**config.mk**
```make
export PLATFORM = sky130hd
export DESIGN_NAME = wshb_mire_writer
export DESIGN_NICKNAME = d
export VERILOG_FILES = /design/src/rtl/video_pkg.sv /design/src/rtl/pixel_scan_counter.sv /design/src/rtl/wshb_mire_writer.sv
export SDC_FILE = /design/constraint.sdc
export NUM_CORES = 1
export LEC_CHECK = 0
export BUFFER_PORTS_ARGS = -buffer_cell sky130_fd_sc_hd__buf_2
export CORE_AREA = 4 4 92 94
export DETAILED_ROUTE_END_ITERATION = 8
export DIE_AREA = 0 0 96 98
export PLACE_DENSITY_LB_ADDON = 0.12
export SLEW_MARGIN = 20
export SYNTH_ARGS = -nofsm -noshare
export SYNTH_HDL_FRONTEND = slang
export SYNTH_SLANG_ARGS = --single-unit
```
**constraint.sdc**
```tcl
create_clock -name sys_clk -period 4.9 [get_ports sys_clk]
set_input_delay 1.47 -clock sys_clk [delete_from_list [all_inputs] [get_ports sys_clk]]
set_output_delay 1.47 -clock sys_clk [all_outputs]
set_load 0.03 [all_outputs]
```
**src/rtl/video_pkg.sv**
```systemverilog
// Shared video constants and types for the framebuffer producer/consumer.
// Test pattern colours, default geometry and the writer state encoding.
package video_pkg;
  localparam int HDISP_DEF = 800;
  localparam int VDISP_DEF = 480;
  localparam int BURST_DEF = 64;
  localparam int GRID_DEF  = 16;

  localparam logic [31:0] WHITE = 32'h00FF_FFFF;
  localparam logic [31:0] BLACK = 32'h0000_0000;

  typedef enum logic [1:0] {
    IDLE,
    WRITE,
    YIELD
  } mire_state_t;
endpackage

```
**src/rtl/pixel_scan_counter.sv**
```systemverilog
// Raster x/y scan counter with line/frame wrap and last-pixel flag.
// Shared by the framebuffer writer and the video reader.
module pixel_scan_counter #(
  parameter int HDISP = 800,
  parameter int VDISP = 480,
  parameter int XW    = $clog2(HDISP),
  parameter int YW    = $clog2(VDISP)
) (
  input  logic          sys_clk,
  input  logic          sys_rst,
  input  logic          advance,
  output logic [XW-1:0] x,
  output logic [YW-1:0] y,
  output logic          last
);
  logic x_end;
  logic y_end;

  assign x_end = (x == XW'(HDISP - 1));
  assign y_end = (y == YW'(VDISP - 1));
  assign last  = x_end && y_end;

  always_ff @(posedge sys_clk or posedge sys_rst) begin
    if (sys_rst) begin
      x <= '0;
      y <= '0;
    end else if (advance) begin
      if (x_end) begin
        x <= '0;
        y <= y_end ? '0 : y + YW'(1);
      end else begin
        x <= x + XW'(1);
      end
    end
  end
endmodule

```
**src/rtl/wshb_mire_writer.sv**
```systemverilog
// Wishbone classic master filling the framebuffer with a grid pattern.
// Drops cyc for one cycle every BURST acked writes to let other masters in.
module wshb_mire_writer
  import video_pkg::*;
#(
  parameter int HDISP = HDISP_DEF,
  parameter int VDISP = VDISP_DEF,
  parameter int BURST = BURST_DEF,
  parameter int GRID  = GRID_DEF
) (
  input  logic        sys_clk,
  input  logic        sys_rst,
  input  logic        enable,
  output logic        cyc,
  output logic        stb,
  output logic        we,
  output logic [31:0] adr,
  output logic [31:0] dat_ms,
  output logic [3:0]  sel,
  output logic [2:0]  cti,
  output logic [1:0]  bte,
  input  logic        ack,
  input  logic        err,
  input  logic        rty,
  output logic        frame_done
);
  localparam int XW = $clog2(HDISP);
  localparam int YW = $clog2(VDISP);
  localparam int BW = $clog2(BURST) + 1;

  mire_state_t   state;
  logic [BW-1:0] burst_cnt;
  logic [XW-1:0] x;
  logic [YW-1:0] y;
  logic          last;
  logic          advance;
  logic [31:0]   pix;
  logic          on_grid;

  assign we  = 1'b1;
  assign sel = 4'hF;
  assign cti = 3'b000;
  assign bte = 2'b00;

  assign advance = stb && ack;

  pixel_scan_counter #(
    .HDISP(HDISP),
    .VDISP(VDISP),
    .XW   (XW),
    .YW   (YW)
  ) u_scan (
    .sys_clk(sys_clk),
    .sys_rst(sys_rst),
    .advance(advance),
    .x      (x),
    .y      (y),
    .last   (last)
  );

  assign pix     = 32'(y) * 32'(HDISP) + 32'(x);
  assign on_grid = ((32'(x) & 32'(GRID - 1)) == 32'd0)
                || ((32'(y) & 32'(GRID - 1)) == 32'd0);

  assign adr        = stb ? (pix << 2) : 32'd0;
  assign dat_ms     = stb ? (on_grid ? WHITE : BLACK) : BLACK;
  assign frame_done = advance && last;

  always_ff @(posedge sys_clk or posedge sys_rst) begin
    if (sys_rst) begin
      state     <= IDLE;
      cyc       <= 1'b0;
      stb       <= 1'b0;
      burst_cnt <= '0;
    end else begin
      unique case (state)
        IDLE: begin
          if (enable) begin
            state <= WRITE;
            cyc   <= 1'b1;
            stb   <= 1'b1;
          end
        end
        WRITE: begin
          if (ack) begin
            if (burst_cnt == BW'(BURST - 1)) begin
              state     <= YIELD;
              cyc       <= 1'b0;
              stb       <= 1'b0;
              burst_cnt <= '0;
            end else begin
              burst_cnt <= burst_cnt + BW'(1);
              if (!enable) begin
                state <= IDLE;
                cyc   <= 1'b0;
                stb   <= 1'b0;
              end
            end
          end else if (err || rty) begin
            // counters hold, so the same pixel is reissued
            cyc <= 1'b1;
            stb <= 1'b1;
          end
        end
        YIELD: begin
          state <= enable ? WRITE : IDLE;
          cyc   <= enable;
          stb   <= enable;
        end
        default: begin
          state <= IDLE;
          cyc   <= 1'b0;
          stb   <= 1'b0;
        end
      endcase
    end
  end
endmodule

```
# --- Yosys cells after proc, flatten, opt, wreduce, memory -nomap -nowiden ---
# Index checks and enable logic that the tools add are counted.
classes:
  mul: 1
  addsub: 4
  mux: 18
  n_reduce_logical: 12
  n_eq_ne: 10
op_table:
  columns: ["op", "n"]
  rows:
  - ["32-bit zero test", 2]
  - ["24-bit 2-to-1 mux", 2]
  - ["22-bit 2-to-1 mux", 1]
  - ["19-bit by 10-bit adder with 20-bit output", 1]
  - ["9-bit by 5-bit multiplier with 14-bit output (second input constant)", 1]
  - ["10-bit by 1-bit adder with 10-bit output (second input constant)", 1]
  - ["10-bit == test (second input constant)", 1]
  - ["10-bit 2-to-1 mux", 1]
  - ["9-bit by 1-bit adder with 9-bit output (second input constant)", 1]
  - ["9-bit == test (second input constant)", 1]
  - ["9-bit 2-to-1 mux", 1]
  - ["2-bit 2-to-1 mux", 4]
  - ["7-bit by 1-bit adder with 7-bit output (second input constant)", 1]
  - ["7-bit by 6-bit == test with 1-bit output (second input constant)", 1]
  - ["7-bit 2-to-1 mux", 1]
  - ["1-bit 2-to-1 mux", 6]
  - ["3-bit inequality test (second input constant)", 2]
  - ["2-bit case mux with 3 select lines", 1]
  - ["3-bit AND reduction", 2]
  - ["2-bit inequality test (second input constant)", 2]
  - ["4-bit inequality test (second input constant)", 1]
  - ["2-bit AND reduction", 2]
  - ["1-bit logical AND", 3]
  - ["1-bit case mux with 3 select lines", 1]
  - ["other kinds (4)", 5]
totals:
  register_bits: 29
  inputBits: 6
  elab_cells: 50
  out_inout_bits: 77

# --- Longest topological paths before layout ---
# Gate-level depths: netlist (run 1).
depth:
  ltp_word: 4
  ltp_mapped: 15
  depth_no_buf: 15

# --- Modules after synthesis ---
# Synthesis (run 1) repeated with hierarchy kept, for this count alone.
unflattened:
  hier_cells: 374
  area_unflattened_um2: 3278.1
by_module_without_submodules:
  columns: ["module", "cells_per_inst", "area_per_inst_um2", "seq_area_each_um2", "instances"]
  rows:
  - ["wshb_mire_writer", 277, 2275.9, 250.2, 1]
  - ["pixel_scan_counter", 97, 1002.2, 475.5, 1]

# --- Worst setup path before layout (run 1) ---
# OpenSTA, ideal clock, no wires.
synth_path:
  kind: "reg2out"
  startpoint: "register u_scan.y[3]"
  endpoint: "output adr[20]"
  required_ps: 3430
  stages_incl_launch_ff: 14
  t_arrival_ps: 3808
  n_path_buf: 0
  path_slack_ps: -378
  cell_sequence: "dfrtp_1 > ha_1 > ha_1 > inv_1 > fa_1 > inv_1 > ha_1 > o21ai_0 > a21o_2 > or4b_1 > o311a_2 > nor3_2 > a21oi_1 > nor3b_1"
synth_between:
  elab_chain_len: 3
synth_rtl:
  columns: ["element", "line_no", "source"]
  rows:
  - ["from (decl)", "pixel_scan_counter.sv:13", "output logic [YW-1:0] y,"]
  - ["from (signal assigned)", "pixel_scan_counter.sv:30", "y <= y_end ? '0 : y + YW'(1);"]
  - ["9-bit by 5-bit multiplier with 14-bit output", "wshb_mire_writer.sv:61", "assign pix = 32'(y) * 32'(HDISP) + 32'(x);"]
  - ["19-bit by 10-bit adder with 20-bit output", "wshb_mire_writer.sv:61", null]
  - ["22-bit 2-to-1 mux", "wshb_mire_writer.sv:65", "assign adr = stb ? (pix << 2) : 32'd0;"]
  - ["to (decl)", "wshb_mire_writer.sv:17", "output logic [31:0] adr,"]
# No other way between the ends.

# --- Worst setup path after layout (run 1) ---
layout_path:
  startpoint: "register u_scan.y[2]"
  endpoint: "output adr[19]"
# The elaborated chain is that of the path after synthesis.

==> metrics.md, run 1 <==
| Metric | Value |
|---|---|
| Status | `complete, but fails checks` |
| Failing checks | `setup timing` |
| WL/cell | `12.9 um` |
| Mean Syn Cell Area | `8.68 sq um` |
| Worst hold endpoint | `state[1]` |
| VDD IR-drop max | `0.000207 V` |
| Remaining DRCs | `0` |
| CTS Sinks | `29` |
| # Max-Cap Violations | `0` |
| Routability cong. | `0.769` |
| CP most frequent cell | `ha_4` |
| FMAX | `194 MHz` |
| Seq/Total Area, Yosys | `0.226` |
| Number of max-slew violations in the final report | `0` |
| Share of cells above drive strength 1 | `0.396` |
| Max clock buf depth | `2` |
| Final hold violations | `0` |
| Total gr overflow | `0` |
| CP max FO | `3` |
| RR Endpoint | `u_scan.y[3]` |
| WP data required | `3430 ps` |
| Setup_tns | `-936 ps` |
| Yosys reg bits | `29` |
| Die width | `96 um` |
| CTS tree | `built` |
| Via count | `2651` |
| Non-filler cells, final | `547` |
| Count of different cell masters after synthesis | `56` |
| IO Count | `83` |
| Relative slew margins | `0.415` |
| Total track usage | `0.153` |
| CTS buffer count | `5` |
| Sw Ratio | `0.432` |
| Combinational fraction of design power | `0.398` |
| Crit. End Element | `output pin` |
| Global-route wire length before repair | `11.8 mm` |
| Die area | `9410 sq um` |
| Reg2reg path depth | `8` |
| Commonest non-fill, non-tap cell in the layout | `buf_2` |
| Post-synth EDFFs | `0` |
| Num rows | `32` |
| ANT cells | `0` |
| Setup WS post-layout | `-254 ps` |
| CP max-delay cell | `fa_1` |
| Unrepaired setup endpoints after global routing | `true` |
| Layout area overhead | `28.8%` |
| Synth Instances | `370` |
| Worst Hold Path Cells | `1` |
| Fillers | `704` |
| Final core occ | `0.541` |
| Synth warn | `0` |
| Worst min-delay path class | `register to register` |
| # port buffers | `52` |
| Least-Margin Pin Slew | `870 ps` |
| Worst setup path category | `register to output pin` |
| Final net count | `497` |
| Root Driver | `clkbuf_8` |
| Core footprint | `7650 sq um` |
| Most frequent cells in the layout | `45 x buf_2, 38 x buf_4, 30 x conb_1` |
| Synthesized area | `3210 sq um` |
| Internal power | `0.000525 W` |
| CP startpoint kind | `register` |
| Pin count of the biggest net entering global routing | `30` |
| Share of power burned in registers | `0.367` |
| HP Start | `burst_cnt[6]` |
| Crit path cell chain | `buf_6 > ha_4 > ha_4 > inv_2 > fa_1 > inv_2 > ha_4 > o21ai_2 > a21o_2 > or4b_4 > o311a_4 > nor4_4 > xnor2_1 > and2_4 > buf_6` |
| Min Tclk post-route | `5150 ps` |
| CP startpoint | `u_scan.y[2]` |
| Clk_skew | `5.16 ps` |
| Fin Hold WS | `495 ps` |
| Synth async-reset ratio | `1.00` |
| WP data arrival | `3680 ps` |
| Die H | `98 um` |
| Htree depth | `2` |
| Net switching power | `0.000400 W` |
| Power per cell area | `224 nW/um^2` |
| Final period utilization | `1.05` |
| DR vias/cell | `4.85` |
| Pleak | `2.08 nW` |
| CTS clk-pin slew, worst paths | `70 ps` |
| Drt first pass iters | `4` |
| Clock network fraction of total power | `0.236` |
| Total Routed Length | `7.03 mm` |
| Initial Util | `0.420` |
| Antenna violations before repair | `0` |
| Internal reg-to-reg setup slack | `2650 ps` |
| Reg2Reg Launch Point | `u_scan.x[0]` |
| Number of global-route vias before repair | `2556` |
| Final ANT Viol Nets | `0` |
| Starting DRT DRC Count | `82` |
| Worst-Skew Late Latency | `270 ps` |
| Slowest stage delay, CP | `510 ps` |
| Final setup fails | `5` |
| Synth Flop Type | `dfrtp_1` |
| Post-DP HPWL | `5.37 mm` |
| Dpl ws | `-178 ps` |
| # placed instances | `526` |
==> worst max path at each step <==
| stage | end | slack [ps] | cells after the start |
|---|---|---|---|
| 6_report | adr[19] | -250 | 15 |
| 5_1_grt | adr[20] | -410 | 16 |
| 4_1_cts | adr[20] | -260 | 16 |
| 3_5_place_dp | adr[20] | -180 | 14 |
| 3_3_place_gp | adr[20] | -90 | 14 |
| 2_1_floorplan | adr[20] | -30 | 13 |
==> state kept, by name (all words and copies together) (netlist names) <==
| name | count |
|---|---|
| stb | 1 |
| u_scan.x | 10 |
| state | 2 |
| burst_cnt | 7 |
| u_scan.y | 9 |
==> per-layer routing <==
| metal | GRT usage | vias to the layer above | part of all wire |
|---|---|---|---|
| met5 | 0 | - | 0 |
| met4 | 0.0252 | 0 | 0.0027 |
| met3 | 0.0316 | 2 | 0.055 |
| met2 | 0.246 | 78 | 0.47 |
| met1 | 0.214 | 1241 | 0.47 |
| li1 | - | 1330 | - |
==> synthesized netlist by cell type (all sizes together), types with 5 or more instances <==
master / instances / area, sq um
a21o: 8 / 62.6
a21oi: 18 / 90.1
and2: 20 / 125
and3: 6 / 37.5
buf: 55 / 410
dfrtp: 29 / 726
fa: 5 / 100
ha: 42 / 526
inv: 28 / 105
nand2: 19 / 71.3
nand3: 11 / 60.1
nand4: 9 / 56.3
nor2: 25 / 93.8
nor3: 7 / 50.1
o21ai: 18 / 90.1
xnor2: 15 / 131
xor2: 11 / 96.3
==> cell type report <==
type / count / area (sq um) / area share
Sequential cell: 29 / 729 / 0.176
Multi-Input combinational cell: 283 / 2410 / 0.582
Clock buffer: 7 / 96.3 / 0.0233
Tap cell: 102 / 128 / 0.0309
Clock inverter: 1 / 5.00 / 0.00121
Inverter: 29 / 113 / 0.0272
Timing Repair Buffer: 96 / 657 / 0.159
==> what timing repair did <==
item                       in CTS  in global routing
buffers inserted                9                  7
pin swaps                      28                 22
setup endpoints to repair       7                  7
gates resized for setup        65                 21
hold buffers                    0                  0
==> power by group through the flow <==
stage	clock network, W	logic, W	registers, W
CTS	0.000223	0.000372	0.000339
detailed placement	0	0.000372	0.000342
floorplan	0	0.000358	0.000332
finish	0.000218	0.000367	0.000339
global route	0.000235	0.000404	0.000347
global placement	0	0.000365	0.000341
==> stage by stage <==
stage	area (sq um)	power (W)
final	4140	0.000924
after global placement	3530	0.000705
after detailed placement	3530	0.000714
after CTS	4040	0.000934
after global routing	4140	0.000986
after floorplan	3330	0.000690
==> critical path, delay by kind of cell, from the launching register on <==
kind / cells / cell delay (ps)
flip-flops: 1 / 420
adder cells (fa/ha/maj): 4 / 1160
XOR/XNOR: 1 / 150
AND/OR/NAND/NOR: 3 / 920
buffers and inverters: 4 / 330
AO/OA/AOI/OAI: 3 / 450
==> logic make-up (layout without fill, tap and decap cells) <==
| logic type | Yosys count | in the layout | synth area share |
|---|---|---|---|
| muxes | 2 | 2 | 0.00701 |
| and+or+nand+nor | 117 | 117 | 0.214 |
| adders and majority gates | 47 | 47 | 0.195 |
| DFF | 29 | 29 | 0.226 |
| buffers and inverters | 86 | 133 | 0.164 |
| xor gates and xnor gates | 26 | 26 | 0.0709 |
| AOI/OAI and AO/OA | 61 | 61 | 0.121 |
| other | 2 | 30 | 0.00234 |
(Power assumes the default switching activity.)
==> run 2: changes to the inputs <==
Settings changed: SKIP_CTS_REPAIR_TIMING from default to 1.
==> run 2 against run 1 <==
The run still ends with setup timing left. Sequential power is essentially flat. Non-clock buffer count shrank 2. Total power about the same. Largest power group unchanged. Critical path type unchanged. Routed wire length down 0.60%. Clock power is essentially flat. Sequential share of layout area increased by 0.18 points. Largest cell class unchanged.
==> metrics.md, run 2 (same netlist as run 1, synthesis figures left out) <==
| Metric | Value |
|---|---|
| IO Count | `83 (unchanged)` |
| Failing checks | `setup timing (unchanged)` |
| WL/cell | `12.8 um (was 12.9 um)` |
| Worst Hold Path Cells | `1 (unchanged)` |
| HP Start | `burst_cnt[6] (unchanged)` |
| FMAX | `195 MHz (was 194 MHz)` |
| CTS tree | `built (unchanged)` |
| Power per cell area | `225 nW/um^2 (was 224 nW/um^2)` |
| CP startpoint | `u_scan.y[3] (was u_scan.y[2])` |
| Placed inst area | `3530 sq um (unchanged)` |
| Least-Margin Pin Slew | `869 ps (was 870 ps)` |
| CP most frequent cell | `ha_4 (unchanged)` |
| CP max-delay cell | `fa_1 (unchanged)` |
| Post-DP HPWL | `5.37 mm (unchanged)` |
| Routability cong. | `0.769 (unchanged)` |
| Initial Util | `0.420 (unchanged)` |
| Share of cells above drive strength 1 | `0.379 (was 0.396)` |
| CP max FO | `5 (was 3)` |
| CTS Sinks | `29 (unchanged)` |
| Worst min-delay path class | `register to register (unchanged)` |
| Met3 Use GR | `0.0308 (was 0.0316)` |
| Final period utilization | `1.05 (about the same)` |
| Worst hold endpoint | `state[1] (unchanged)` |
| # Max-Cap Violations | `0 (unchanged)` |
| GR Util met1 | `0.209 (was 0.214)` |
| CTS buffer count | `5 (unchanged)` |
| Die width | `96 um (unchanged)` |
| WP data arrival | `3650 ps (was 3680 ps)` |
| Pleak | `2.14 nW (was 2.08 nW)` |
| Drt first pass iters | `4 (unchanged)` |
| Final hold violations | `0 (unchanged)` |
| Final Instance Area | `4100 sq um (was 4140 sq um)` |
| Setup WS post-layout | `-223 ps (was -254 ps)` |
| Global-route wire length before repair | `11.1 mm (was 11.8 mm)` |
| Slowest stage delay, CP | `490 ps (was 510 ps)` |
| Final net count | `495 (was 497)` |
| Status | `complete, but fails checks (unchanged)` |
| Unrepaired setup endpoints after global routing | `true (unchanged)` |
| Multi-input gate area | `2400 sq um (was 2410 sq um)` |
| Final setup fails | `7 (was 5)` |
| CP startpoint kind | `register (unchanged)` |
| Gr busiest metal | `met2 (unchanged)` |
| Remaining DRCs | `0 (unchanged)` |
| Num rows | `32 (unchanged)` |
| Biggest regs | `u_scan.x (10), u_scan.y (9), burst_cnt (7) (unchanged)` |
| Layout area overhead | `27.7% (was 28.8%)` |
| Htree depth | `2 (unchanged)` |
| Number of global-route vias before repair | `2412 (was 2556)` |
| Pin count of the biggest net entering global routing | `30 (unchanged)` |
| Worst setup path category | `register to output pin (unchanged)` |
| Core footprint | `7650 sq um (unchanged)` |
| Number of max-slew violations in the final report | `0 (unchanged)` |
| Worst-Skew Late Latency | `270 ps (about the same)` |
| Final ANT Viol Nets | `0 (unchanged)` |
| Max clock buf depth | `2 (unchanged)` |
| VDD IR-drop max | `0.000207 V (about the same)` |
| Root Driver | `clkbuf_8 (unchanged)` |
| Crit path cell chain | `ha_4 > ha_4 > inv_1 > fa_1 > inv_2 > ha_4 > o21ai_2 > a21o_2 > or4b_4 > o311a_4 > nor4_4 > xnor2_1 > and2_4 > buf_6 (was buf_6 > ha_4 > ha_4 > inv_2 > fa_1 > inv_2 > ha_4 > o21ai_2 > a21o_2 > or4b_4 > o311a_4 > nor4_4 > xnor2_1 > and2_4 > buf_6)` |
| ANT cells | `0 (unchanged)` |
| Most flop-heavy register | `u_scan.x (unchanged)` |
| Min Tclk post-route | `5120 ps (was 5150 ps)` |
| Grt met2 use | `0.223 (was 0.246)` |
| Reg2Reg Launch Point | `u_scan.x[0] (unchanged)` |
| Total gr overflow | `0 (unchanged)` |
| RR Endpoint | `u_scan.y[3] (unchanged)` |
| Reg2reg path depth | `8 (unchanged)` |
| Starting DRT DRC Count | `85 (was 82)` |
| Most frequent cells in the layout | `45 x buf_2, 38 x buf_4, 30 x conb_1 (unchanged)` |
| Die area | `9410 sq um (unchanged)` |
| Largest register FFs | `10 (unchanged)` |
| Total track usage | `0.144 (was 0.153)` |
| Via count | `2650 (was 2651)` |
| Total Routed Length | `6.99 mm (was 7.03 mm)` |
| Register area | `731 sq um (was 729 sq um)` |
| Setup_tns | `-919 ps (was -936 ps)` |
| WP data required | `3430 ps (about the same)` |
| # port buffers | `52 (unchanged)` |
| Commonest non-fill, non-tap cell in the layout | `buf_2 (unchanged)` |
| Die H | `98 um (unchanged)` |
| DR vias/cell | `4.86 (was 4.85)` |
| Internal reg-to-reg setup slack | `2650 ps (about the same)` |
| Final core occ | `0.536 (was 0.541)` |
| Antenna violations before repair | `0 (unchanged)` |
| Fillers | `721 (was 704)` |
| CTS clk-pin slew, worst paths | `60 ps (was 70 ps)` |
| Clk_skew | `3.88 ps (was 5.16 ps)` |
| Relative slew margins | `0.416 (was 0.415)` |
| Crit. End Element | `output pin (unchanged)` |
-- run 2: changes by cell type in the layout (fill, tap and decap cells not counted), sizes merged --
cell and delta:
buf -3, clkbuf +1
-- run 2: worst max-delay path: cells and delay by family, from the launching register on --
| kind | cells | cell delay [ps] |
|---|---|---|
| and+or+nand+nor | 3 | 900 |
| xor gates and xnor gates | 1 | 150 |
| buffers and inverters | 3 | 210 |
| adders and majority gates | 4 | 1250 |
| AOI/OAI and AO/OA | 3 | 420 |
| DFF | 1 | 450 |
-- run 2: report_power, final --
part	internal [W]	leakage [nW]	switching, W	total [W]
Combinational	0.000113	1.72	0.000254	0.000367
Clock	0.000127	0.0542	0.0000903	0.000217
Sequential	0.000284	0.366	0.0000548	0.000339
Total	0.000525	2.14	0.000399	0.000924
-- run 2: area by class of cell --
cell class | instances | area share
Inverter | 29 | 0.0275
Clock buffer | 7 | 0.0235
Timing Repair Buffer | 94 | 0.154
Tap cell | 102 | 0.0311
Multi-Input combinational cell | 283 | 0.585
Clock inverter | 1 | 0.00122
Sequential cell | 29 | 0.178
-- run 2: worst max-delay path by stage --
| stage | end | cells past startpoint | slack [ps] |
|---|---|---|---|
| 2_1_floorplan | adr[20] | 13 | -30 |
| 3_3_place_gp | adr[20] | 14 | -90 |
| 3_5_place_dp | adr[20] | 14 | -180 |
| 4_1_cts | adr[20] | 14 | -490 |
| 5_1_grt | adr[20] | 16 | -390 |
| 6_report | adr[19] | 14 | -220 |
-- run 2: stage by stage --
stage / power (W) / instances / worst slack, ps / hold WS, ps
2_1_floorplan: 0.000690 / 398 / -32.6 / 445
3_3_place_gp: 0.000705 / 526 / -89.3 / 485
3_5_place_dp: 0.000714 / 526 / -178 / 495
4_1_cts: 0.000934 / 534 / -494 / 502
5_1_grt: 0.000985 / 545 / -391 / 539
6_report: 0.000924 / 545 / -223 / 495
-- run 2: routing by layer --
metal	up-vias	wire length (um)
met1	1243	3310
met2	76	3300
met4	0	19
met5	-	0
met3	2	366
li1	1329	-
==> run 3: changes to the inputs <==
Settings changed: BUFFER_PORTS_ARGS -buffer_cell sky130_fd_sc_hd__buf_2 to -buffer_cell sky130_fd_sc_hd__buf_4.
==> run 3 against run 2 <==
The flow still finishes with violations (setup timing). Critical path type unchanged. Routed wire length decreased by 4.7%. Register-to-register slack got worse by 350 ps. Via count decreased by 0.57%. Combinational power increased by 7.4%. Largest cell class unchanged. Critical endpoint is now adr[20].
==> metrics.md, run 3 (same netlist as run 1, synthesis figures left out) <==
| Metric | Value |
|---|---|
| Die H | `98 um (unchanged)` |
| CTS buffer count | `5 (unchanged)` |
| Clk_skew | `2.49 ps (was 3.88 ps)` |
| Number of max-slew violations in the final report | `0 (unchanged)` |
| Crit. End Element | `output pin (unchanged)` |
| Commonest non-fill, non-tap cell in the layout | `buf_4 (was buf_2)` |
| Worst Hold Path Cells | `1 (unchanged)` |
| CTS tree | `built (unchanged)` |
| CP startpoint | `u_scan.y[3] (unchanged)` |
| Final net count | `489 (was 495)` |
| Pin count of the biggest net entering global routing | `30 (unchanged)` |
| Die area | `9410 sq um (unchanged)` |
| Most flop-heavy register | `u_scan.x (unchanged)` |
| WP data arrival | `3730 ps (was 3650 ps)` |
| RR Endpoint | `u_scan.y[2] (was u_scan.y[3])` |
| Pleak | `2.09 nW (was 2.14 nW)` |
| Die width | `96 um (unchanged)` |
| Gr busiest metal | `met2 (unchanged)` |
| CTS Sinks | `29 (unchanged)` |
| Biggest regs | `u_scan.x (10), u_scan.y (9), burst_cnt (7) (unchanged)` |
| WP data required | `3430 ps (about the same)` |
| Worst min-delay path class | `register to register (unchanged)` |
| Most frequent cells in the layout | `77 x buf_4, 38 x ha_1, 30 x conb_1 (was 45 x buf_2, 38 x buf_4, 30 x conb_1)` |
| Htree depth | `2 (unchanged)` |
| Status | `complete, but fails checks (unchanged)` |
| Starting DRT DRC Count | `57 (was 85)` |
| Post-DP HPWL | `5.23 mm (was 5.37 mm)` |
| IO Count | `83 (unchanged)` |
| Final Instance Area | `3970 sq um (was 4100 sq um)` |
| WL/cell | `12.4 um (was 12.8 um)` |
| GR Util met1 | `0.198 (was 0.209)` |
| Largest register FFs | `10 (unchanged)` |
| Max clock buf depth | `2 (unchanged)` |
| VDD IR-drop max | `0.000242 V (was 0.000207 V)` |
| Drt first pass iters | `4 (unchanged)` |
| Final hold violations | `0 (unchanged)` |
| Initial Util | `0.420 (unchanged)` |
| Worst-Skew Late Latency | `290 ps (was 270 ps)` |
| Antenna violations before repair | `0 (unchanged)` |
| Final period utilization | `1.06 (was 1.05)` |
| CTS clk-pin slew, worst paths | `70 ps (was 60 ps)` |
| Global-route wire length before repair | `10.4 mm (was 11.1 mm)` |
| Least-Margin Pin Slew | `890 ps (was 869 ps)` |
| Core footprint | `7650 sq um (unchanged)` |
| Routability cong. | `0.840 (was 0.769)` |
| Share of cells above drive strength 1 | `0.318 (was 0.379)` |
| Crit path cell chain | `ha_1 > ha_1 > inv_2 > fa_1 > inv_2 > ha_4 > buf_6 > a21o_1 > a21oi_4 > a211o_1 > buf_4 > o211ai_4 > nor2_1 > and3_4 > nor3b_4 > buf_6 (was ha_4 > ha_4 > inv_1 > fa_1 > inv_2 > ha_4 > o21ai_2 > a21o_2 > or4b_4 > o311a_4 > nor4_4 > xnor2_1 > and2_4 > buf_6)` |
| HP Start | `u_scan.x[4] (was burst_cnt[6])` |
| Failing checks | `setup timing (unchanged)` |
| Placed inst area | `3640 sq um (was 3530 sq um)` |
| Root Driver | `clkbuf_8 (unchanged)` |
| Final ANT Viol Nets | `0 (unchanged)` |
| Relative slew margins | `0.402 (was 0.416)` |
| Worst setup path category | `register to output pin (unchanged)` |
| # port buffers | `52 (unchanged)` |
| Reg2reg path depth | `5 (was 8)` |
| FMAX | `192 MHz (was 195 MHz)` |
| Final setup fails | `5 (was 7)` |
| Power per cell area | `236 nW/um^2 (was 225 nW/um^2)` |
| ANT cells | `0 (unchanged)` |
| Internal reg-to-reg setup slack | `2300 ps (was 2650 ps)` |
| Via count | `2635 (was 2650)` |
| Fillers | `724 (was 721)` |
| Register area | `726 sq um (was 731 sq um)` |
| Worst hold endpoint | `u_scan.x[4] (was state[1])` |
| Min Tclk post-route | `5200 ps (was 5120 ps)` |
| Grt met2 use | `0.207 (was 0.223)` |
| Total track usage | `0.136 (was 0.144)` |
| Number of global-route vias before repair | `2285 (was 2412)` |
| Power Total | `0.000939 W (was 0.000924 W)` |
| Total gr overflow | `0 (unchanged)` |
| DR vias/cell | `4.89 (was 4.86)` |
| Multi-input gate area | `2220 sq um (was 2400 sq um)` |
| CP max-delay cell | `fa_1 (unchanged)` |
| # Max-Cap Violations | `0 (unchanged)` |
| Num rows | `32 (unchanged)` |
| Setup WS post-layout | `-301 ps (was -223 ps)` |
| Met3 Use GR | `0.0339 (was 0.0308)` |
| Layout area overhead | `23.7% (was 27.7%)` |
| Remaining DRCs | `0 (unchanged)` |
| Reg2Reg Launch Point | `stb (was u_scan.x[0])` |
| CP startpoint kind | `register (unchanged)` |
| Unrepaired setup endpoints after global routing | `true (unchanged)` |
| Total Routed Length | `6.66 mm (was 6.99 mm)` |
| Slowest stage delay, CP | `480 ps (was 490 ps)` |
| CP max FO | `5 (unchanged)` |
## run 3: changes by cell type in the layout (fill, tap and decap cells not counted), moves of 3 or more
| cell | change |
|---|---|
| ha_1 | +13 |
| buf_4 | +39 |
| buf_2 | -45 |
| inv_2 | -3 |
| dfrtp_1 | +4 |
| ha_4 | -12 |
| inv_1 | +4 |
| dfrtp_2 | -4 |
## run 3: power by group
group | internal, W | switching [W]
Clock | 0.0000983 | 0.0000989
Combinational | 0.000148 | 0.000246
Sequential | 0.000284 | 0.0000634
Total | 0.000531 | 0.000409
## run 3: area by class of cell
class	instances	share of cell area
Clock buffer	6	0.0183
Clock inverter	2	0.00252
Inverter	29	0.0277
Multi-Input combinational cell	283	0.560
Sequential cell	29	0.183
Tap cell	102	0.0321
Timing Repair Buffer	88	0.177
## run 3: per-stage QoR
stage / cells / setup TNS [ps] / worst slack, ps / utilization / hold slack (ps)
6_report: 539 / -1210 / -301 / 0.519 / 517
2_1_floorplan: 398 / -32.6 / -32.6 / - / 445
3_3_place_gp: 523 / -146 / -68.3 / 0.476 / 503
4_1_cts: 531 / -2200 / -440 / 0.487 / 522
5_1_grt: 539 / -2280 / -457 / 0.519 / 532
3_5_place_dp: 523 / -329 / -129 / 0.476 / 502
## run 3: how the worst max path moves through the flow
stage / endpoint / slack, ps / cells after the start
CTS: adr[19] / -440 / 15
global route: adr[20] / -460 / 15
finish: adr[20] / -300 / 16
global placement: adr[19] / -70 / 15
floorplan: adr[20] / -30 / 13
detailed placement: adr[19] / -130 / 15
## run 3: worst max-delay path: cells and delay by family, from the launching register on
kind | cells | cell delay (ps)
AO/OA/AOI/OAI | 4 | 750
adder cells (fa/ha/maj) | 4 | 1330
buffers and inverters | 5 | 480
flip-flops | 1 | 440
AND/OR/NAND/NOR | 3 | 440
## run 3: per-layer routing
layer / vias up / part of all wire
met5: - / 0
met4: 0 / 0.0050
met3: 4 / 0.065
met2: 70 / 0.44
met1: 1241 / 0.49
li1: 1320 / -
